File: src/rtl/fpdiv_pkg.sv
// Shared types and constants for the divider round/pack back end.
//   round_mode_t : IEEE rounding direction selector
//   special_t    : special-case class of the quotient, resolved upstream
//   FW_DEFAULT   : fractional width of the 2.FW quotient mantissa
//   EXP_BIAS     : binary32 exponent bias
//   CANON_NAN    : quiet NaN pattern emitted for every NaN result
package fpdiv_pkg;

  localparam int FW_DEFAULT = 28;
  localparam int EXP_BIAS   = 127;

  localparam logic [31:0] CANON_NAN = 32'h7FC0_0000;
  localparam logic [30:0] INF_MAG   = 31'h7F80_0000;
  localparam logic [30:0] MAX_MAG   = 31'h7F7F_FFFF;

  typedef enum logic [1:0] {
    RM_RNE = 2'b00,
    RM_RZ  = 2'b01,
    RM_RDN = 2'b10,
    RM_RUP = 2'b11
  } round_mode_t;

  typedef enum logic [1:0] {
    SP_NONE = 2'b00,
    SP_ZERO = 2'b01,
    SP_INF  = 2'b10,
    SP_NAN  = 2'b11
  } special_t;

endpackage

File: src/rtl/fpdiv_round_pack_round_decide.sv
// round_decide: combinational round-up decision for a 24-bit mantissa.
//   rmode  : rounding mode
//   sign   : result sign
//   lsb    : mantissa LSB (tie breaker for round-to-nearest-even)
//   guard  : first bit below the LSB
//   sticky : OR of everything below guard, including a nonzero remainder
//   inc    : 1 when the mantissa must be incremented
module round_decide
  import fpdiv_pkg::*;
(
  input  round_mode_t rmode,
  input  logic        sign,
  input  logic        lsb,
  input  logic        guard,
  input  logic        sticky,
  output logic        inc
);

  always_comb begin
    inc = 1'b0;
    unique case (rmode)
      RM_RNE:  inc = guard & (sticky | lsb);
      RM_RZ:   inc = 1'b0;
      RM_RDN:  inc = sign & (guard | sticky);
      RM_RUP:  inc = ~sign & (guard | sticky);
      default: inc = 1'b0;
    endcase
  end

endmodule

File: src/rtl/fpdiv_round_pack.sv
// fpdiv_round_pack: normalizes, rounds and packs a 2.FW divider quotient into
// IEEE-754 binary32 through a two-stage valid/ready pipeline.
//   clk, reset                : clock, asynchronous active-high reset
//   in_valid / in_ready       : upstream handshake
//   in_sign, in_exp, in_quot  : sign, biased pre-normalization exponent, quotient
//   in_rem_sign, in_rem_zero  : final remainder negative / exactly zero
//   in_special, in_rmode      : special class, rounding mode
//   out_valid / out_ready     : downstream handshake
//   out_result, out_flags     : binary32 result, {OF, UF, NX}
module fpdiv_round_pack
  import fpdiv_pkg::*;
#(
  parameter int FW = FW_DEFAULT
) (
  input  logic          clk,
  input  logic          reset,
  input  logic          in_valid,
  output logic          in_ready,
  input  logic          in_sign,
  input  logic [9:0]    in_exp,
  input  logic [FW+1:0] in_quot,
  input  logic          in_rem_sign,
  input  logic          in_rem_zero,
  input  special_t      in_special,
  input  round_mode_t   in_rmode,
  output logic          out_valid,
  input  logic          out_ready,
  output logic [31:0]   out_result,
  output logic [2:0]    out_flags
);

  // ---------------- stage 1: normalize / extract ----------------
  logic               s1_valid_reg;
  logic               s1_sign_reg;
  logic signed [10:0] s1_exp_reg;
  logic [23:0]        s1_mant_reg;
  logic               s1_guard_reg;
  logic               s1_sticky_reg;
  special_t           s1_special_reg;
  round_mode_t        s1_rmode_reg;

  logic               s2_valid_reg;
  logic               s2_adv;

  logic [FW+1:0]      q_adj;
  logic [FW:0]        q_norm;
  logic signed [10:0] exp_ext;
  logic signed [10:0] s1_exp_next;
  logic               unused_top;

  // A negative remainder means the quotient overshot by one LSB.
  assign q_adj      = in_quot - {{(FW+1){1'b0}}, in_rem_sign};
  // The integer bit above FW can only be set for out-of-range inputs.
  assign unused_top = q_adj[FW+1];
  assign exp_ext    = {in_exp[9], in_exp};
  assign q_norm     = q_adj[FW] ? q_adj[FW:0] : {q_adj[FW-1:0], 1'b0};
  assign s1_exp_next = q_adj[FW] ? exp_ext : exp_ext - 11'sd1;

  assign s2_adv    = ~s2_valid_reg | out_ready;
  assign in_ready  = ~s1_valid_reg | s2_adv;
  assign out_valid = s2_valid_reg;

  // ---------------- stage 2: round / pack ----------------
  logic               inc;
  logic [24:0]        mant_rnd;
  logic               carry;
  logic               unused_hidden;
  logic signed [10:0] exp_rnd;
  logic               nx;
  logic               to_inf;
  logic [31:0]        result_next;
  logic [2:0]         flags_next;

  round_decide u_round_decide (
    .rmode  (s1_rmode_reg),
    .sign   (s1_sign_reg),
    .lsb    (s1_mant_reg[0]),
    .guard  (s1_guard_reg),
    .sticky (s1_sticky_reg),
    .inc    (inc)
  );

  assign mant_rnd      = {1'b0, s1_mant_reg} + {24'd0, inc};
  // Carry-out means the mantissa rolled over to exactly 2.0: fraction becomes 0.
  assign carry         = mant_rnd[24];
  assign unused_hidden = mant_rnd[23];
  assign exp_rnd       = carry ? s1_exp_reg + 11'sd1 : s1_exp_reg;
  assign nx            = s1_guard_reg | s1_sticky_reg;
  assign to_inf        = (s1_rmode_reg == RM_RNE) ||
                         (s1_rmode_reg == RM_RUP && !s1_sign_reg) ||
                         (s1_rmode_reg == RM_RDN && s1_sign_reg);

  always_comb begin
    result_next = 32'd0;
    flags_next  = 3'b000;
    unique case (s1_special_reg)
      SP_ZERO: result_next = {s1_sign_reg, 31'd0};
      SP_INF:  result_next = {s1_sign_reg, INF_MAG};
      SP_NAN:  result_next = CANON_NAN;
      default: begin
        if (exp_rnd >= 11'sd255) begin
          result_next = {s1_sign_reg, to_inf ? INF_MAG : MAX_MAG};
          flags_next  = 3'b101;
        end else if (exp_rnd <= 11'sd0) begin
          // No subnormal output: tiny results flush to signed zero.
          result_next = {s1_sign_reg, 31'd0};
          flags_next  = 3'b011;
        end else begin
          result_next = {s1_sign_reg, exp_rnd[7:0],
                         carry ? 23'd0 : mant_rnd[22:0]};
          flags_next  = {2'b00, nx};
        end
      end
    endcase
  end

  always_ff @(posedge clk or posedge reset) begin
    if (reset) begin
      s1_valid_reg   <= 1'b0;
      s1_sign_reg    <= 1'b0;
      s1_exp_reg     <= 11'sd0;
      s1_mant_reg    <= 24'd0;
      s1_guard_reg   <= 1'b0;
      s1_sticky_reg  <= 1'b0;
      s1_special_reg <= SP_NONE;
      s1_rmode_reg   <= RM_RNE;
      s2_valid_reg   <= 1'b0;
      out_result     <= 32'd0;
      out_flags      <= 3'b000;
    end else begin
      if (in_ready) begin
        s1_valid_reg <= in_valid;
        if (in_valid) begin
          s1_sign_reg    <= in_sign;
          s1_exp_reg     <= s1_exp_next;
          s1_mant_reg    <= q_norm[FW -: 24];
          s1_guard_reg   <= q_norm[FW-24];
          s1_sticky_reg  <= (|q_norm[FW-25:0]) | ~in_rem_zero;
          s1_special_reg <= in_special;
          s1_rmode_reg   <= in_rmode;
        end
      end
      if (s2_adv) begin
        s2_valid_reg <= s1_valid_reg;
        if (s1_valid_reg) begin
          out_result <= result_next;
          out_flags  <= flags_next;
        end
      end
    end
  end

endmodule

File: config.mk
export PLATFORM = sky130hd
export DESIGN_NAME = fpdiv_round_pack
export DESIGN_NICKNAME = d
export VERILOG_FILES = /design/src/rtl/fpdiv_pkg.sv /design/src/rtl/fpdiv_round_pack_round_decide.sv /design/src/rtl/fpdiv_round_pack.sv
export SDC_FILE = /design/constraint.sdc
export NUM_CORES = 1
export LEC_CHECK = 0
export ABC_AREA = 0
export CELL_PAD_IN_SITES_DETAIL_PLACEMENT = 0
export CELL_PAD_IN_SITES_GLOBAL_PLACEMENT = 1
export CORE_MARGIN = 5
export CORE_UTILIZATION = 30
export DETAILED_ROUTE_END_ITERATION = 7
export PLACE_DENSITY_LB_ADDON = 0.05
export REMOVE_ABC_BUFFERS = 1
export SETUP_SLACK_MARGIN = 0.3
export SLEW_MARGIN = 5
export SYNTH_ARGS = -nofsm -noshare
export SYNTH_HDL_FRONTEND = slang
export SYNTH_SLANG_ARGS = --single-unit
File: constraint.sdc
create_clock -name clk -period 3.5 [get_ports clk]
set_input_delay 0.35 -clock clk [delete_from_list [all_inputs] [get_ports clk]]
set_output_delay 0.35 -clock clk [all_outputs]
set_load 0.1 [all_outputs]
* Yosys cells after proc, flatten, opt, wreduce, memory -nomap -nowiden
Index checks and enable logic that the tools add are counted.
** Storage, ports and cells
- Flip-flop bits (word level) :: 79
- Word-level logic and storage cells :: 57
** Cells by class
- Muxes and demuxes :: 12
- Add/subtract/negate cells :: 4
- $lt $le $gt $ge :: 2
- Reductions and logical operators :: 10
- Bitwise logic cells :: 12
- Eq/ne operators :: 6
** Operators with widths (count)
- $pmux 32 s3 :: 1
- $mux 31 :: 2
- $mux 29 :: 1
- $sub 29x1->29 :: 1
- $add 24x1->25 :: 1
- $mux 24 :: 1
- $mux 23 :: 1
- $mux 11 :: 2
- $add 11x2->11 const B :: 1
- $ge 11x9->1 const B :: 1
- $le 11x1->1 const B :: 1
- $sub 10x2->11 const B :: 1
- $eq 2x2->1 const B :: 4
- $mux 3 :: 2
- $or 1x1->1 :: 5
- $eq 2x1->1 const B :: 2
- $not 1->1 :: 4
- $pmux 1 s4 :: 1
- $reduce_and 2->1 :: 2
- $reduce_or 4->1 :: 1
- $and 1x1->1 :: 3
- $reduce_or 3->1 :: 1
- $logic_and 1x1->1 :: 2
- $logic_not 2->1 :: 1
- other kinds (3) :: 4

* Longest topological paths before layout
- Depth after elaboration :: 9
- Mapped depth :: 15

* By module
From an unflattened synthesis, not the netlist that was laid out.
** Second synthesis, totals
- Cells, all modules :: 621
- Area total of the unflattened synthesis :: 5271.3 µm²
** Modules (own cells, without submodules)
- fpdiv_round_pack :: times used 1, sequential area each 1976.9 µm², area each 5236.3 µm², cells each 616
- round_decide :: times used 1, sequential area each 0.0 µm², area each 35.0 µm², cells each 5

* Worst setup path after synthesis
OpenSTA, ideal clock, no wires.
- Path kind :: register to register
- Start :: register s1_rmode_reg[1]
- End :: register out_result[11]
- Arrival :: 3397 ps
- Path slack :: -1 ps
- Required time :: 3396 ps
- Cell stages (with the launch flop) :: 16
- Cell sequence :: dfrtp_1 -> and2_1 -> ha_1 -> nor2b_1 -> o21ai_0 -> a21bo_2 -> ha_1 -> ha_1 -> nand3_2 -> nor4_4 -> nand4_2 -> xnor2_2 -> o31ai_2 -> or3_4 -> buf_6 -> o311ai_1
** On the way
- Longest elaborated chain between the ends :: 8
- Elaborated cells between the ends (all ways) :: 18
- Those cells by class :: 1 x add/sub; 2 x order compare; 3 x eq/ne; 7 x mux; 5 x reduce/logical
** RTL lines
- start: declaration :: line fpdiv_round_pack.sv:40 : round_mode_t s1_rmode_reg;
- start signal: assignment :: line fpdiv_round_pack.sv:140 : s1_rmode_reg <= in_rmode;
- $eq 2x2->1, or another cell as far along :: line fpdiv_round_pack_round_decide.sv:21, fpdiv_round_pack.sv:90
- $pmux 1 s4 :: line fpdiv_round_pack_round_decide.sv:21 : unique case (rmode)
- $add 24x1->25 :: line fpdiv_round_pack.sv:83 : assign mant_rnd = {1'b0, s1_mant_reg} + {24'd0, inc};
- $mux 11 :: line fpdiv_round_pack.sv:87 : assign exp_rnd = carry ? s1_exp_reg + 11'sd1 : s1_exp_reg;
- $le 11x1->1 :: line fpdiv_round_pack.sv:104 : end else if (exp_rnd <= 11'sd0) begin
- $mux 31 :: line fpdiv_round_pack.sv:104
- $mux 31 (*) :: line fpdiv_round_pack.sv:101 : if (exp_rnd >= 11'sd255) begin
- $pmux 32 s3 (*) :: line fpdiv_round_pack.sv:96 : unique case (s1_special_reg)
- end signal: assignment :: line fpdiv_round_pack.sv:146 : out_result <= result_next;
- end: declaration :: line fpdiv_round_pack.sv:28 : output logic [31:0] out_result,
Every way passes the cells marked *; elsewhere a longest branch is shown, timed or not.
A chain may end at the register's enable or synchronous reset.

* Final worst setup path
- Start :: register s1_rmode_reg[0]
- End :: register out_result[19]
Same word-level chain as after synthesis.

==> summary.md <==
| Metric | Value |
|---|---|
| Outcome | `finished clean` |
| Fin nets | `775` |
| Final hold vios | `0` |
| Number of diodes | `0` |
| Synth top cells by count | `dfrtp_1, nand2_1, nor2_1, xor2_1, o21ai_0` |
| Placed insts | `920` |
| Worst EP arrival | `3610 ps` |
| Cts bufs inserted | `9` |
| Worst EP required | `3750 ps` |
| WL final | `16.4 mm` |
| Max-Cap Viols | `0` |
| Share of layout cells above drive strength 1 | `20.4%` |
| CTS Sinks | `79` |
| Worst skew pair latency | `around 350 ps` |
| Reg2Reg Setup Slack | `140 ps` |
| Critical path class | `flop to flop` |
| Fin crit period | `3360 ps` |
| Layout Skew | `about 7 ps` |
| Synthesized area | `5200 sq um` |
| Crit share post-route | `95.9%` |
| Final WS setup | `143 ps` |
| Clk buf depth | `2` |
| Fmax | `0.298 GHz` |
| Post-DRT Antenna Nets | `0` |
| Cells after Synth | `approximately 590` |
| Die Height | `roughly 140 um` |
| Vias | `4,769` |
| Pwr Total | `3.64 mW` |
| Vias in the first global route | `about 4,700` |
| DP HPWL | `approximately 12 mm` |
| R2R cell count | `16` |
| Top cells by area, synth | `dfrtp_1, xor2_1, nand2_1` |
| Core area | `around 17,000 sq um` |
| Synth Warn # | `0` |
| Hold Path Class | `input port to asynchronous set/reset pin` |
| Gr ovfl total | `0` |
| Sum of negative setup slack | `0 ps` |
| Initial antenna violation count | `0` |
| Pwr Density | `slightly below 500 nW/um^2` |
| Die width | `142 um` |
| Largest net degree at the start of global routing | `slightly below 80` |
| Slew headroom | `34.3%` |
| Synth cell types | `between 60 and 70` |
| First-pass DRT Iterations | `4` |
| CTS tree | `built` |
| Core Rows | `48` |
| Seq/Total Area, Yosys | `38.0%` |
| Synth top area share | `38.0%` |
| Worst-path clk slew | `around 60 ps` |
| FF+latch count, synth | `79` |
| Hold Buf Count CTS | `0` |
| Max reg flops | `32` |
| RSZ-0062 raised after global routing | `true` |
| Most frequent cell after synthesis | `dfrtp_1` |
| Top_reg_cell synth | `dfrtp_1` |
| Initial DRC Count | `between 200 and 300` |
| CTS root buffer | `clkbuf_16` |
| Post-synth EDFFs | `0` |
| PortBufs | `86` |
| Global-route wire length before repair | `roughly 26 mm` |
| RR Startpoint | `s1_rmode_reg[0]$_DFFE_PP0P_` |
| Final Max Tran Viols | `0` |
| R2r endpoint | `out_result[19]$_DFFE_PP0P_` |
| Initial Util | `30.3%` |
| Synth-to-Final Area Change | `42.1%` |
| Worst Setup Start Kind | `flop` |
| Post-synth ARST share | `between 90% and 100%` |
| Leak | `roughly 3 nW` |
| WL per Instance | `17.3 um` |
| Worst Setup End Kind | `flop` |
| Peak supply drop | `between 300 and 400 uV` |
| # IOs | `88` |
| Final Wtd Congestion | `0.779` |
| Synth area leader | `dfrtp_1` |
| Setup WS pre-CTS | `-237 ps` |
| Final Non-Filler Cells | `946` |
| Die footprint | `20,100 sq um` |
| Number of remaining DRC errors | `0` |
| Via density per instance | `5.04` |
| # setup viols final | `0` |
| # H-tree levels | `3` |
| Global Route Usage Sum | `16.6%` |
| Actual slew at the worst max-slew pin | `between 900 and 1000 ps` |
| Crit-path max FO | `6` |
| Syn avg cell area | `8.80 sq um` |
[area by class of cell]
class,count,area [sq um]
clock buffer,13,270
clock inverter,2,13.8
fill,1731,9780
tap,225,282
timing repair buffer,147,1390
inverter,12,45.0
sequential,79,1980
multi-input combinational,468,3410
[report_power, final]
part	switching, mW	total, mW	internal [mW]
clock	0.379	0.915	0.536
combinational	0.978	1.48	0.506
sequential	0.181	1.24	1.06
[worst max-delay path by stage]
stage / from / endpoint / slack, ps / cells past startpoint
after global routing: s1_rmode_reg[0]$_DFFE_PP0P_ / out_result[19]$_DFFE_PP0P_ / -30 / 16
final: s1_rmode_reg[0]$_DFFE_PP0P_ / out_result[19]$_DFFE_PP0P_ / 140 / 16
after floorplan: out_valid$_DFFE_PP0P_ / s1_mant_reg[20]$_DFFE_PP0P_ / -610 / 3
after CTS: s1_rmode_reg[0]$_DFFE_PP0P_ / out_result[13]$_DFFE_PP0P_ / 180 / 15
after global placement: s1_rmode_reg[1]$_DFFE_PP0P_ / out_result[10]$_DFFE_PP0P_ / -150 / 15
after detailed placement: s1_rmode_reg[1]$_DFFE_PP0P_ / out_result[2]$_DFFE_PP0P_ / -240 / 15
[kinds of logic (layout without fill, tap and decap cells)]
family	count (synthesis)	in the layout	synth area share, %
compound gates	131	131	17.9
simple gates	253	254	25.0
buf+inv	45	174	3.82
fa+ha+maj	7	7	1.68
mux	15	15	3.10
flops	79	79	38.0
xor+xnor	61	61	10.4
[cell usage in the layout (no fill, tap or decap), drive strengths merged, types with 11 or more instances in the layout]
cell type       n
clkdlybuf4s50  85
dfrtp          79
nand2          71
buf            62
nor2           59
xor2           36
o21ai          36
xnor2          25
a21oi          23
nor3           19
nand4          19
nand3          19
nor4           16
a221o          15
inv            13
clkbuf         13
o311ai         11
[timing repair]
item                       CTS  global route
buffers inserted             6             4
gates cloned                 1             0
gates resized for setup     39            29
setup endpoints to repair   34            34
pin swaps                   23             7
[worst max-delay path, stage by stage, from the launching register on]
cell      delay, ps
dfrtp_1         370
and2_1          160
ha_1            280
nor2b_2         150
buf_4           130
a21bo_4         120
ha_4            140
ha_4            140
nand3_4         120
nor4_4          170
buf_6           190
nand3_4         100
mux2i_4         240
nor4_4           70
buf_4           160
or3_4           460
o311ai_2        270
[through the flow]
stage               hold slack [ps]  area, sq um  utilization, %
floorplan                       450         5050               -
global placement                470         6620            38.6
detailed placement              463         6620            38.6
CTS                             374         7210            42.0
global route                    411         7390            43.0
finish                          364         7390            43.0
[metal layers]
layer | global-route usage (%) | up-vias | share of wire (%)
met4 | 6.82 | 0 | 2.1
met2 | 26.7 | 82 | 48
met5 | 0 | - | 0
li1 | - | 2407 | -
met3 | 2.33 | 21 | 2.7
met1 | 22.5 | 2259 | 47
No activity file was read; power rests on OpenSTA's default activity.
